<file path="src/rtl/bt_pkg.sv">
// Shared playfield, keycode and harpoon definitions.
// Used by the player, ball and harpoon blocks.
package bt_pkg;

  localparam logic [7:0] KEY_FIRE  = 8'h2C;
  localparam logic [7:0] KEY_LEFT  = 8'h50;
  localparam logic [7:0] KEY_RIGHT = 8'h4F;

  localparam logic [9:0] FLOOR_Y  = 10'd400;
  localparam logic [9:0] CEIL_Y   = 10'd10;
  localparam logic [9:0] STEP     = 10'd6;
  localparam logic [9:0] X_OFFSET = 10'd21;

  localparam logic [3:0] COOLDOWN_FRAMES = 4'd8;

  typedef enum logic [1:0] {
    IDLE,
    EXTEND,
    COOLDOWN
  } harpoon_state_t;

  function automatic logic is_fire(
    input logic [7:0] k
  );
    return k == KEY_FIRE;
  endfunction

endpackage

</file>
<file path="src/rtl/fire_key_detect.sv">
// Fire key match over all four USB slots.
// Emits a single-frame rising edge of the fire key.
module fire_key_detect
  import bt_pkg::*;
(
  input  logic       frame_clk,
  input  logic       Reset_n,
  input  logic [7:0] keycode,
  input  logic [7:0] keycode2,
  input  logic [7:0] keycode3,
  input  logic [7:0] keycode4,
  output logic       fire_edge
);

  logic fire_now;
  logic fire_prev;

  assign fire_now = is_fire(keycode)
                  | is_fire(keycode2)
                  | is_fire(keycode3)
                  | is_fire(keycode4);

  // remember last frame's key level so a held key fires once
  always_ff @(posedge frame_clk or negedge Reset_n) begin
    if (!Reset_n) fire_prev <= 1'b0;
    else          fire_prev <= fire_now;
  end

  assign fire_edge = fire_now & ~fire_prev;

endmodule

</file>
<file path="src/rtl/harpoon_ctrl.sv">
// Player 1 harpoon sequencer: launch, extend,
// terminate on hit or ceiling, then cooldown.
module harpoon_ctrl
  import bt_pkg::*;
(
  input  logic       frame_clk,
  input  logic       Reset_n,
  input  logic [7:0] keycode,
  input  logic [7:0] keycode2,
  input  logic [7:0] keycode3,
  input  logic [7:0] keycode4,
  input  logic [1:0] game_on,
  input  logic [9:0] PlayerX,
  input  logic       harpoon_hit,
  output logic [9:0] HarpoonX,
  output logic [9:0] HarpoonTop,
  output logic       harpoon_active,
  output logic       pop_req,
  output logic [7:0] shots
);

  harpoon_state_t state;
  logic [3:0]     cnt;
  logic           fire_edge;

  fire_key_detect u_fire (
    .frame_clk (frame_clk),
    .Reset_n   (Reset_n),
    .keycode   (keycode),
    .keycode2  (keycode2),
    .keycode3  (keycode3),
    .keycode4  (keycode4),
    .fire_edge (fire_edge)
  );

  // shot FSM with registered geometry and pop pulse
  always_ff @(posedge frame_clk or negedge Reset_n) begin
    if (!Reset_n) begin
      state          <= IDLE;
      cnt            <= '0;
      HarpoonX       <= '0;
      HarpoonTop     <= FLOOR_Y;
      harpoon_active <= 1'b0;
      pop_req        <= 1'b0;
      shots          <= '0;
    end else begin
      pop_req <= 1'b0;
      if (game_on == 2'd0) begin
        state          <= IDLE;
        cnt            <= '0;
        HarpoonTop     <= FLOOR_Y;
        harpoon_active <= 1'b0;
        shots          <= '0;
      end else begin
        unique case (state)
          IDLE: begin
            if (fire_edge) begin
              state          <= EXTEND;
              HarpoonX       <= PlayerX + X_OFFSET;
              HarpoonTop     <= FLOOR_Y;
              harpoon_active <= 1'b1;
              if (shots != 8'hFF) shots <= shots + 8'd1;
            end
          end
          EXTEND: begin
            if (harpoon_hit) begin
              pop_req        <= 1'b1;
              harpoon_active <= 1'b0;
              cnt            <= COOLDOWN_FRAMES;
              state          <= COOLDOWN;
            end else if (HarpoonTop < CEIL_Y + STEP) begin
              HarpoonTop     <= CEIL_Y;
              harpoon_active <= 1'b0;
              cnt            <= COOLDOWN_FRAMES;
              state          <= COOLDOWN;
            end else begin
              HarpoonTop <= HarpoonTop - STEP;
            end
          end
          COOLDOWN: begin
            if (cnt == 4'd1) begin
              cnt   <= '0;
              state <= IDLE;
            end else begin
              cnt <= cnt - 4'd1;
            end
          end
          default: state <= IDLE;
        endcase
      end
    end
  end

endmodule
</file>
<file path="config.mk">
export PLATFORM = sky130hd
export DESIGN_NAME = harpoon_ctrl
export DESIGN_NICKNAME = d
export VERILOG_FILES = /design/src/rtl/bt_pkg.sv /design/src/rtl/fire_key_detect.sv /design/src/rtl/harpoon_ctrl.sv
export SDC_FILE = /design/constraint.sdc
export NUM_CORES = 1
export LEC_CHECK = 0
export CAP_MARGIN = 20
export CORE_UTILIZATION = 45
export CTS_BUF_LIST = sky130_fd_sc_hd__clkbuf_2 sky130_fd_sc_hd__clkbuf_4 sky130_fd_sc_hd__clkbuf_8
export DETAILED_ROUTE_END_ITERATION = 8
export HOLD_SLACK_MARGIN = 0.1
export PLACE_DENSITY_LB_ADDON = 0.05
export SYNTH_ARGS = -nofsm -noshare
export SYNTH_HDL_FRONTEND = slang
export SYNTH_HIERARCHICAL = 1
export SYNTH_SLANG_ARGS = --single-unit
</file>
<file path="constraint.sdc">
create_clock -name frame_clk -period 2.1 [get_ports frame_clk]
set_input_delay 0.315 -clock frame_clk [delete_from_list [all_inputs] [get_ports frame_clk]]
set_output_delay 0.315 -clock frame_clk [all_outputs]
set_load 0.05 [all_outputs]
</file>
==> summary.md <==
| Metric | Value |
|---|---|
| Crit. End Element | output port |
| Starting Density | 0.479 |
| Max-slew headroom | 0.485 |
| Routed length per instance | 14.3 microns |
| Max stage delay on crit path | 810 ps |
| Detail Placement HPWL | 3670 microns |
| Mapped Area | 1970 sq um |
| R2R cell count | 5 |
| Kind of start point of the critical path | flop |
| Synth unique cells | 50 |
| Max Clk Rate | 500 MHz |
| Reg clk slew, reported paths | 70 ps |
| WS Path Type | reg2out |
| Worst setup margin | 98.7 ps |
| Main synth FF type | dfrtp_1 |
| First-pass GRT wire length | 7570 microns |
| P per Cell Area | 626 nW/um^2 |
| Vias in the first global route | 1,736 |
| Leading cell types in the layout, fill and taps excluded | clkdlybuf4s50_1 (55), dfrtp_1 (33), o21ai_0 (22), nand2_1 (19), dlymetal6s2s_1 (19) |
| Synthesized instance count | 208 |
| Worst skew pair latency | 290 ps |
| Net Count, Synth | 260 |
| Slowest CP cell | clkdlybuf4s50_1 |
| Critical path cell sequence | clkdlybuf4s50_1 |
| Area growth, synth to finish | 55.2% |
| Die height | 68.2 microns |
| Drt pass-1 iters | 4 |
| Status | finished, final reports clean |
| Worst-path maximum fanout | 6 |
| I/O Pins | 77 |
| GR Layer Usage met1 | 0.270 |
| Vias per inst | 5.45 |
| Standard-cell row count | 23 |
| Worst Hold Class | in2async |
| Worst clock skew | 9.13 ps |
| Share of cells above drive strength 1 | 0.130 |
| GRT overflow | 0 |
| Final WL | 5000 microns |
| Drt drc | 0 |
| Initial antenna violation count | 0 |
| Final #Nets | 350 |
| Total core area | 4120 sq um |
| Routing usage on met2 | 0.373 |
| Die W | 68.2 microns |
| R2R Path End | HarpoonTop[9] |
| Met3 usage in global routing | 0.0633 |
| Maximum VDD drop | 0.449 mV |
| Clock Path Buffers | 2 |
| Syn Area/Cell | 9.48 sq um |
| Leakage | 1.45 nW |
| Register area share after synthesis | 0.459 |
| Ys async rst share | 1.00 |
| Period minus WS final | 2000 ps |
| Buf/Inv on CP | 1 |
| Root Driver | clkbuf_8 |
| Final hold vios | 0 |
| WP data arrival | 1690 ps |
| Number of synthesized flops with an enable pin | 0 |
| Post-place setup slack | -388 ps |
| Most common cell after layout, fill and taps aside | clkdlybuf4s50_1 |
| Reg2reg start | HarpoonTop[1] |
| Initial DRC count | 85 |
| Yosys warnings | 6 |
| Hold_buf cts | 0 |
| Global-route total usage across every layer | 0.221 |
| #FFs+latches synth | 36 |
| GRT busiest layer | met2 |
| Cts bufs inserted | 5 |
| Final ANT Viol Nets | 0 |
| Worst Tran Pin Value | 763 ps |
| Maxcap violations | 0 |
| Largest net degree at the start of global routing | 37 |
| DR vias | 1,903 |
| R2R Setup Slk | 170 ps |
| Final Max Slew Viols | 0 |
| Crit path max-delay family | buffers and inverters |
| Final period util | 0.953 |
| Die area | 4650 sq um |
| Final setup vio count | 0 |
| H-Tree Depth | 2 |
| Total power | 1.92 mW |
| Port Buffer Count | 75 |
| Hold WS | 102 ps |
| Clock Sinks | 36 |
| Diodes inserted | 0 |
| Required time worst endpoint | 1780 ps |
| Routability Congestion | 0.837 |
| CTS tree | built |
| Number of fill cells | 320 |
[sequential cells by signal (all words and copies together), names as in the netlist]
register	count
HarpoonX	10
HarpoonTop	9
shots	8
cnt	4
state	2
harpoon_active	1
pop_req	1
u_fire/fire_prev	1
[power breakdown]
group          switching, mW  total, mW  internal [mW]
Sequential            0.0504      0.813          0.763
Combinational          0.342      0.587          0.245
Clock                  0.250      0.516          0.265
[cell usage after synthesis, drive strengths merged (3+ instances only)]
| cell | number | area (sq um) |
|---|---|---|
| clkbuf | 4 | 15.0 |
| a21oi | 12 | 60.1 |
| dfrtp | 33 | 826 |
| xnor2 | 3 | 26.3 |
| o21ai | 23 | 115 |
| o21a | 3 | 22.5 |
| xor2 | 9 | 78.8 |
| mux2i | 3 | 30.0 |
| nor3b | 3 | 27.5 |
| nand4 | 7 | 43.8 |
| nor4b | 4 | 47.6 |
| nand3 | 3 | 15.0 |
| inv | 9 | 33.8 |
| or3 | 4 | 25.0 |
| or2 | 3 | 18.8 |
| nor2 | 17 | 63.8 |
| o211ai | 3 | 22.5 |
| nor3 | 7 | 40.0 |
| dfstp | 3 | 78.8 |
| nand2 | 19 | 71.3 |
| ha | 5 | 62.6 |
[kinds of logic (layout without fill, tap and decap cells)]
kind of cell | Yosys count | in the layout | synth area share
AO/OA/AOI/OAI | 60 | 60 | 0.197
XOR/XNOR | 12 | 12 | 0.0533
adder cells (fa/ha/maj) | 5 | 5 | 0.0317
buffers and inverters | 14 | 105 | 0.0286
flip-flops | 36 | 36 | 0.459
multiplexers | 4 | 4 | 0.0209
other | 1 | 1 | 0.00190
AND/OR/NAND/NOR | 76 | 76 | 0.208
[layout make-up]
| class | instances | area (sq um) | share of cell area |
|---|---|---|---|
| multi-input cells | 158 | 1070 | 0.350 |
| flip-flops and latches | 36 | 905 | 0.296 |
| repair buffers | 88 | 891 | 0.291 |
| clock buffers | 6 | 82.6 | 0.0270 |
| well taps | 50 | 62.6 | 0.0204 |
| inverters | 9 | 33.8 | 0.0110 |
| clock inverters | 2 | 15.0 | 0.00491 |
[per-layer routing]
layer  part of all wire  wire length, microns
met1               0.42                  2100
met2               0.49                  2460
met5                  0                     0
met4              0.011                    57
met3              0.078                   390
[metrics by stage]
stage	instances	setup TNS (ps)	area (sq um)	util
after floorplan	208	0	1970	-
after detailed placement	339	-7120	2840	0.690
final	349	0	3060	0.744
after CTS	348	0	2960	0.720
after global placement	339	-5410	2840	0.690
after global routing	349	-5.35	3060	0.744
[worst max-delay path by stage]
stage,start,endpoint,depth (start not counted),slack (ps)
after floorplan,HarpoonTop[1],HarpoonTop[9],5,50
after global placement,keycode[7],shots[7],8,-310
after detailed placement,keycode[7],shots[7],8,-390
after CTS,keycode4[4],shots[7],8,1
after global routing,keycode4[0],shots[5],8,-5
final,HarpoonTop[7],HarpoonTop[7],1,100
[what timing repair did]
item | CTS | global route
pin swaps | 4 | 14
buffers inserted | 1 | 1
endpoints found under the hold margin | 0 | 0
endpoints found under the setup margin | 12 | 18
resized for setup | 3 | 26
(Power assumes the default switching activity.)
